**config.mk**
```make
export PLATFORM = sky130hd
export DESIGN_NAME = sentinel_lock_flat
export DESIGN_NICKNAME = d
export VERILOG_FILES = /design/src/rtl/sentinel_lock_if.sv /design/src/rtl/sentinel_lock.sv /design/src/flat_wrapper.sv
export SDC_FILE = /design/constraint.sdc
export NUM_CORES = 1
export LEC_CHECK = 0
export ABC_CLOCK_PERIOD_IN_PS = 5100
export BUFFER_PORTS_ARGS = -buffer_cell sky130_fd_sc_hd__buf_4
export CORE_ASPECT_RATIO = 1.1
export CORE_MARGIN = 4
export CORE_UTILIZATION = 45
export CTS_CLUSTER_DIAMETER = 150
export DETAILED_ROUTE_END_ITERATION = 8
export PLACE_DENSITY = 0.62
export SLEW_MARGIN = 20
export SYNTH_ARGS = -nofsm -noshare
export SYNTH_HDL_FRONTEND = slang
export SYNTH_SLANG_ARGS = --single-unit
export TNS_END_PERCENT = 1
```
**constraint.sdc**
```tcl
create_clock -name clk -period 5.1 [get_ports clk]
set_input_delay 0.255 -clock clk [delete_from_list [all_inputs] [get_ports clk]]
set_output_delay 0.255 -clock clk [all_outputs]
set_load 0.01 [all_outputs]
```
**src/rtl/sentinel_lock_if.sv**
```systemverilog
// Keypad-side bundle for sentinel_lock: digit entry strobes in, lock status out.
// The bench drives the master side; the lock core sits on the slave side.
interface sentinel_lock_if;
    logic [3:0] digit;
    logic       digit_valid;
    logic       clear;
    logic       unlock;
    logic       alarm;
    logic [2:0] fail_count;
    logic [2:0] digits_entered;

    modport master (
        output digit,
        output digit_valid,
        output clear,
        input  unlock,
        input  alarm,
        input  fail_count,
        input  digits_entered
    );

    modport slave (
        input  digit,
        input  digit_valid,
        input  clear,
        output unlock,
        output alarm,
        output fail_count,
        output digits_entered
    );
endinterface

```
**src/rtl/sentinel_lock.sv**
```systemverilog
// Four-digit code lock with timed unlock window and alarm lockout after
// MAX_FAILS consecutive wrong codes.
module sentinel_lock #(
    parameter logic [15:0] CODE           = 16'h1234,
    parameter int unsigned MAX_FAILS      = 3,
    parameter logic [15:0] UNLOCK_CYCLES  = 16'd1000,
    parameter logic [15:0] LOCKOUT_CYCLES = 16'd50000
) (
    input  logic            clk,
    input  logic            r,
    sentinel_lock_if.slave  bus
);

    typedef enum logic [1:0] {
        ST_IDLE     = 2'd0,
        ST_ENTRY    = 2'd1,
        ST_UNLOCKED = 2'd2,
        ST_LOCKOUT  = 2'd3
    } state_t;

    localparam logic [2:0]  MAX_FAILS_W  = 3'(MAX_FAILS);
    // Timers count down to zero inclusive, so a load of N-1 gives N cycles.
    localparam logic [15:0] UNLOCK_LOAD  = UNLOCK_CYCLES - 16'd1;
    localparam logic [15:0] LOCKOUT_LOAD = LOCKOUT_CYCLES - 16'd1;

    state_t      state_r;
    state_t      state_nxt_s;
    logic [11:0] hist_r;
    logic [11:0] hist_nxt_s;
    logic [2:0]  cnt_r;
    logic [2:0]  cnt_nxt_s;
    logic [2:0]  fail_r;
    logic [2:0]  fail_nxt_s;
    logic [15:0] timer_r;
    logic [15:0] timer_nxt_s;
    logic [3:0]  fail_inc_s;
    logic        unlock_r;
    logic        alarm_r;

    // Next-state, history, attempt counter, failure counter and timer.
    always_comb begin
        state_nxt_s = state_r;
        hist_nxt_s  = hist_r;
        cnt_nxt_s   = cnt_r;
        fail_nxt_s  = fail_r;
        timer_nxt_s = timer_r;
        fail_inc_s  = {1'b0, fail_r} + 4'd1;

        case (state_r)
            ST_IDLE, ST_ENTRY: begin
                if (bus.clear) begin
                    state_nxt_s = ST_IDLE;
                    hist_nxt_s  = 12'd0;
                    cnt_nxt_s   = 3'd0;
                end else if (bus.digit_valid) begin
                    if (cnt_r == 3'd3) begin
                        hist_nxt_s = 12'd0;
                        cnt_nxt_s  = 3'd0;
                        if ({hist_r, bus.digit} == CODE) begin
                            state_nxt_s = ST_UNLOCKED;
                            fail_nxt_s  = 3'd0;
                            timer_nxt_s = UNLOCK_LOAD;
                        end else if (fail_inc_s < {1'b0, MAX_FAILS_W}) begin
                            state_nxt_s = ST_IDLE;
                            fail_nxt_s  = fail_inc_s[2:0];
                        end else begin
                            state_nxt_s = ST_LOCKOUT;
                            fail_nxt_s  = MAX_FAILS_W;
                            timer_nxt_s = LOCKOUT_LOAD;
                        end
                    end else begin
                        state_nxt_s = ST_ENTRY;
                        hist_nxt_s  = {hist_r[7:0], bus.digit};
                        cnt_nxt_s   = cnt_r + 3'd1;
                    end
                end else begin
                    state_nxt_s = state_r;
                end
            end
            ST_UNLOCKED: begin
                if (bus.clear || (timer_r == 16'd0)) begin
                    state_nxt_s = ST_IDLE;
                    timer_nxt_s = 16'd0;
                end else begin
                    timer_nxt_s = timer_r - 16'd1;
                end
            end
            ST_LOCKOUT: begin
                if (timer_r == 16'd0) begin
                    state_nxt_s = ST_IDLE;
                    fail_nxt_s  = 3'd0;
                end else begin
                    timer_nxt_s = timer_r - 16'd1;
                end
            end
            default: begin
                state_nxt_s = ST_IDLE;
                hist_nxt_s  = 12'd0;
                cnt_nxt_s   = 3'd0;
                fail_nxt_s  = 3'd0;
                timer_nxt_s = 16'd0;
            end
        endcase
    end

    // State and datapath registers; outputs are registered from next-state.
    always_ff @(posedge clk or posedge r) begin
        if (r) begin
            state_r  <= ST_IDLE;
            hist_r   <= 12'd0;
            cnt_r    <= 3'd0;
            fail_r   <= 3'd0;
            timer_r  <= 16'd0;
            unlock_r <= 1'b0;
            alarm_r  <= 1'b0;
        end else begin
            state_r  <= state_nxt_s;
            hist_r   <= hist_nxt_s;
            cnt_r    <= cnt_nxt_s;
            fail_r   <= fail_nxt_s;
            timer_r  <= timer_nxt_s;
            unlock_r <= (state_nxt_s == ST_UNLOCKED);
            alarm_r  <= (state_nxt_s == ST_LOCKOUT);
        end
    end

    assign bus.unlock         = unlock_r;
    assign bus.alarm          = alarm_r;
    assign bus.fail_count     = fail_r;
    assign bus.digits_entered = cnt_r;

endmodule

```
**src/flat_wrapper.sv**
```systemverilog
// flat-port wrapper written by rule: the top's interface ports become plain ports
module sentinel_lock_flat 
#(
    parameter logic [15:0] CODE           = 16'h1234,
    parameter int unsigned MAX_FAILS      = 3,
    parameter logic [15:0] UNLOCK_CYCLES  = 16'd1000,
    parameter logic [15:0] LOCKOUT_CYCLES = 16'd50000
)
  (clk, r, bus_digit, bus_digit_valid, bus_clear, bus_unlock, bus_alarm, bus_fail_count, bus_digits_entered);
  sentinel_lock_if bus_i ();
  input  logic clk;
  input  logic r;
  input wire logic [$bits(bus_i.digit)-1:0] bus_digit;
  input wire logic [$bits(bus_i.digit_valid)-1:0] bus_digit_valid;
  input wire logic [$bits(bus_i.clear)-1:0] bus_clear;
  output wire logic [$bits(bus_i.unlock)-1:0] bus_unlock;
  output wire logic [$bits(bus_i.alarm)-1:0] bus_alarm;
  output wire logic [$bits(bus_i.fail_count)-1:0] bus_fail_count;
  output wire logic [$bits(bus_i.digits_entered)-1:0] bus_digits_entered;
  assign bus_i.digit = bus_digit;
  assign bus_i.digit_valid = bus_digit_valid;
  assign bus_i.clear = bus_clear;
  assign bus_unlock = bus_i.unlock;
  assign bus_alarm = bus_i.alarm;
  assign bus_fail_count = bus_i.fail_count;
  assign bus_digits_entered = bus_i.digits_entered;
  sentinel_lock #(.CODE(CODE), .MAX_FAILS(MAX_FAILS), .UNLOCK_CYCLES(UNLOCK_CYCLES), .LOCKOUT_CYCLES(LOCKOUT_CYCLES)) u_core (.clk(clk), .r(r), .bus(bus_i));
endmodule
```
==> results.yml <==
clocking:
  cts_resized: 0
  cts_num_sinks: 38
  cts_max_level: 2
  worstSkewPairLatency_ps: 290
  cts_tree: "yes"
  hold_buffers: 0
  clock_tree.root_cell: "clkbuf_8"
  clkTransAtPathRegs_ps: 80
  clk_path_buf_depth: 2
  cts_made_buffers: 5
  cts_setup_buffers: 0
timing:
  min_period_ps: 2337
  fin_hold_ws_ps: 75.08
  max-slew-margin-rel_pct: 52.95
  grt_setup_unrepaired: "no"
  setup_viol: 0
  slew_violations: 0
  fin_tns_setup_ps: 0
  hold_viol: 0
  post-route-period-util_pct: 45.83
  setup_ws_ps: 2763
  tightestPinTransition_ps: 702.4
  fin_skew_ps: 5.496
  clock.fmax_mhz: 427.8
pwr:
  p_int_uw: 669.4
  p_seq_share_pct: 44.6
  power_density_nw_per_um2: 423.8
  clock_power_share_pct: 31.8
  power.switching_uw: 321.1
  p_leak_uw: 0.001002
  ir_worst_vdd_mv: 0.1958
  swShare_pct: 32.42
  combPwrFrac_pct: 23.6
outcome:
  status: "completed"
global_route:
  grt_max_degree: 39
  grt_pass1_wl_microns: 8086
  grt_pass1_vias: 1765
  track_usage_pct: 18.12
  antenna_found_initial: 0
  overflow: 0
synthesis:
  synth_enable_flop_cells: 0
  yosys_warnings: 0
  yosysMostFrequentCell: "dfrtp_1"
  synthTopCellsByArea: "dfrtp_1, a22o_1, a21oi_1"
  synthCells: 199
  yosys_most_used_dff: "dfrtp_1"
  syn_area_per_cell_sq_um: 10.16
  ys_seq_area_share_pct: 47.03
  mappedNetlistNets: 210
  synth_common_cells: "dfrtp_1, a21oi_1, nand2_1, a22o_1, nor2_1"
  synth_top_cell_by_area: "dfrtp_1"
  synth-async-reset-ratio_pct: 100.0
  synth_area_sq_um: 2022
  synth_cell_types: 52
  ys_seq_elements: 38
  synth_top_area_share_pct: 47.03
place:
  place_congestion: 0.8796
  port_buffers: 15
  dp_hpwl_microns: 3408
  dp_slack_ps: 2799
cells_and_area:
  final_nets: 230
  num-fill-cells: 397
  drive_gt1_share_pct: 16.82
  n_antenna_cell: 0
  area_growth_pct: 15.59
floorplanning:
  die-area_sq_um: 5631
  io_pins: 16
  die_w_microns: 71.91
  row_count: 25
  core_region_area_sq_um: 4317
  initial_core_util_pct: 46.84
  die_height_microns: 78.30
setup_path:
  endpoint_kind: "flip-flop"
  rrSetupSlack_ps: 2760
  critical_path_class: "reg2reg"
  critPathArrivalTime_ps: 2520
  r2r_cells: 7
  critPathRequiredTime_ps: 5280
  critical_path.max_fanout: 8
  cp-start-kind: "flip-flop"
routing:
  final_antenna_net_count: 0
  remaining_drc_errors: 0
  viasPerCell: 6.215
  drtIter0Drc: 208
  wl_microns: 4749
  first_pass_iters: 4
  via_count: 1703
  wl_per_cell_microns: 17.33
worst_hold_path:
  hold_path.class: "in2async"
run:
  cap_violations: 0
per-layer routing:
layer  track usage, %  part of all wire (%)  up-vias
li1                 -                     -      804
met1            21.31                    42      850
met2            31.07                    53       44
met3            4.097                   3.6        5
met4            8.271                   1.2        0
met5                0                     0        -
state kept, by name, summed over array words and instances (netlist names):
| signal | cells |
|---|---|
| u_core.bus.digits_entered | 3 |
| u_core.hist_r | 12 |
| u_core.state_r | 2 |
| u_core.timer_r | 16 |
| u_core.bus.alarm | 1 |
| u_core.bus.unlock | 1 |
| u_core.bus.fail_count | 3 |
metrics by stage:
stage                     power, uW  instances  area, sq um  util, %
after floorplan               607.1        199         2022        -
after global placement        661.3        266         2195    50.84
after detailed placement      670.4        266         2195    50.84
after CTS                     988.4        274         2337    54.14
after global routing           1043        274         2337    54.14
final                         990.4        274         2337    54.14
worst paths after layout:
kind	from	to
setup / recovery	u_core.timer_r[0]	u_core.timer_r[15]
hold reg to reg	u_core.hist_r[11]	u_core.hist_r[11]
hold / removal	r	u_core.bus.digits_entered[1]
min in group clk	bus_digit[3]	u_core.hist_r[3]
setup reg to reg	u_core.timer_r[0]	u_core.timer_r[15]
max in group asynchronous	r	u_core.timer_r[0]
power groups by stage:
stage	logic, uW	registers (uW)	clock network [uW]
4_1_cts	233	436	319
3_5_place_dp	229	441	0
3_3_place_gp	223	438	0
6_report	234	441	315
5_1_grt	260	446	338
2_1_floorplan	193	414	0
area by class of cell:
class / instances / area, sq um / share of cell area, %
multi-input combinational: 148 / 1015 / 43.42
sequential: 38 / 950.9 / 40.69
timing repair buffer: 17 / 127.6 / 5.460
clock buffer: 6 / 82.58 / 3.533
tap: 54 / 67.56 / 2.891
clock inverter: 2 / 60.06 / 2.570
inverter: 9 / 33.78 / 1.445
cell usage in the layout (no fill, tap or decap), drive strengths merged, types with 7 or more instances in the layout:
cell type	instances
nand2	16
o21ai	9
a22o	13
buf	17
dfrtp	38
a21oi	18
nor2	10
inv	9
a31oi	7
critical path, stage by stage (launching register included):
cell,delay (ps)
dfrtp_1,410
inv_1,100
ha_1,190
nor3b_2,410
nand4_4,230
or3_4,480
o21a_4,160
o221a_1,250
kinds of logic after synthesis:
group / Yosys count / synth area share (%)
AO/OA/AOI/OAI: 77 / 27.41
adder cells (fa/ha/maj): 3 / 1.857
buffers and inverters: 13 / 2.784
multiplexers: 1 / 0.5569
AND/OR/NAND/NOR: 67 / 20.36
flip-flops: 38 / 47.03
Note: power is estimated with default switching activity, not from simulation.
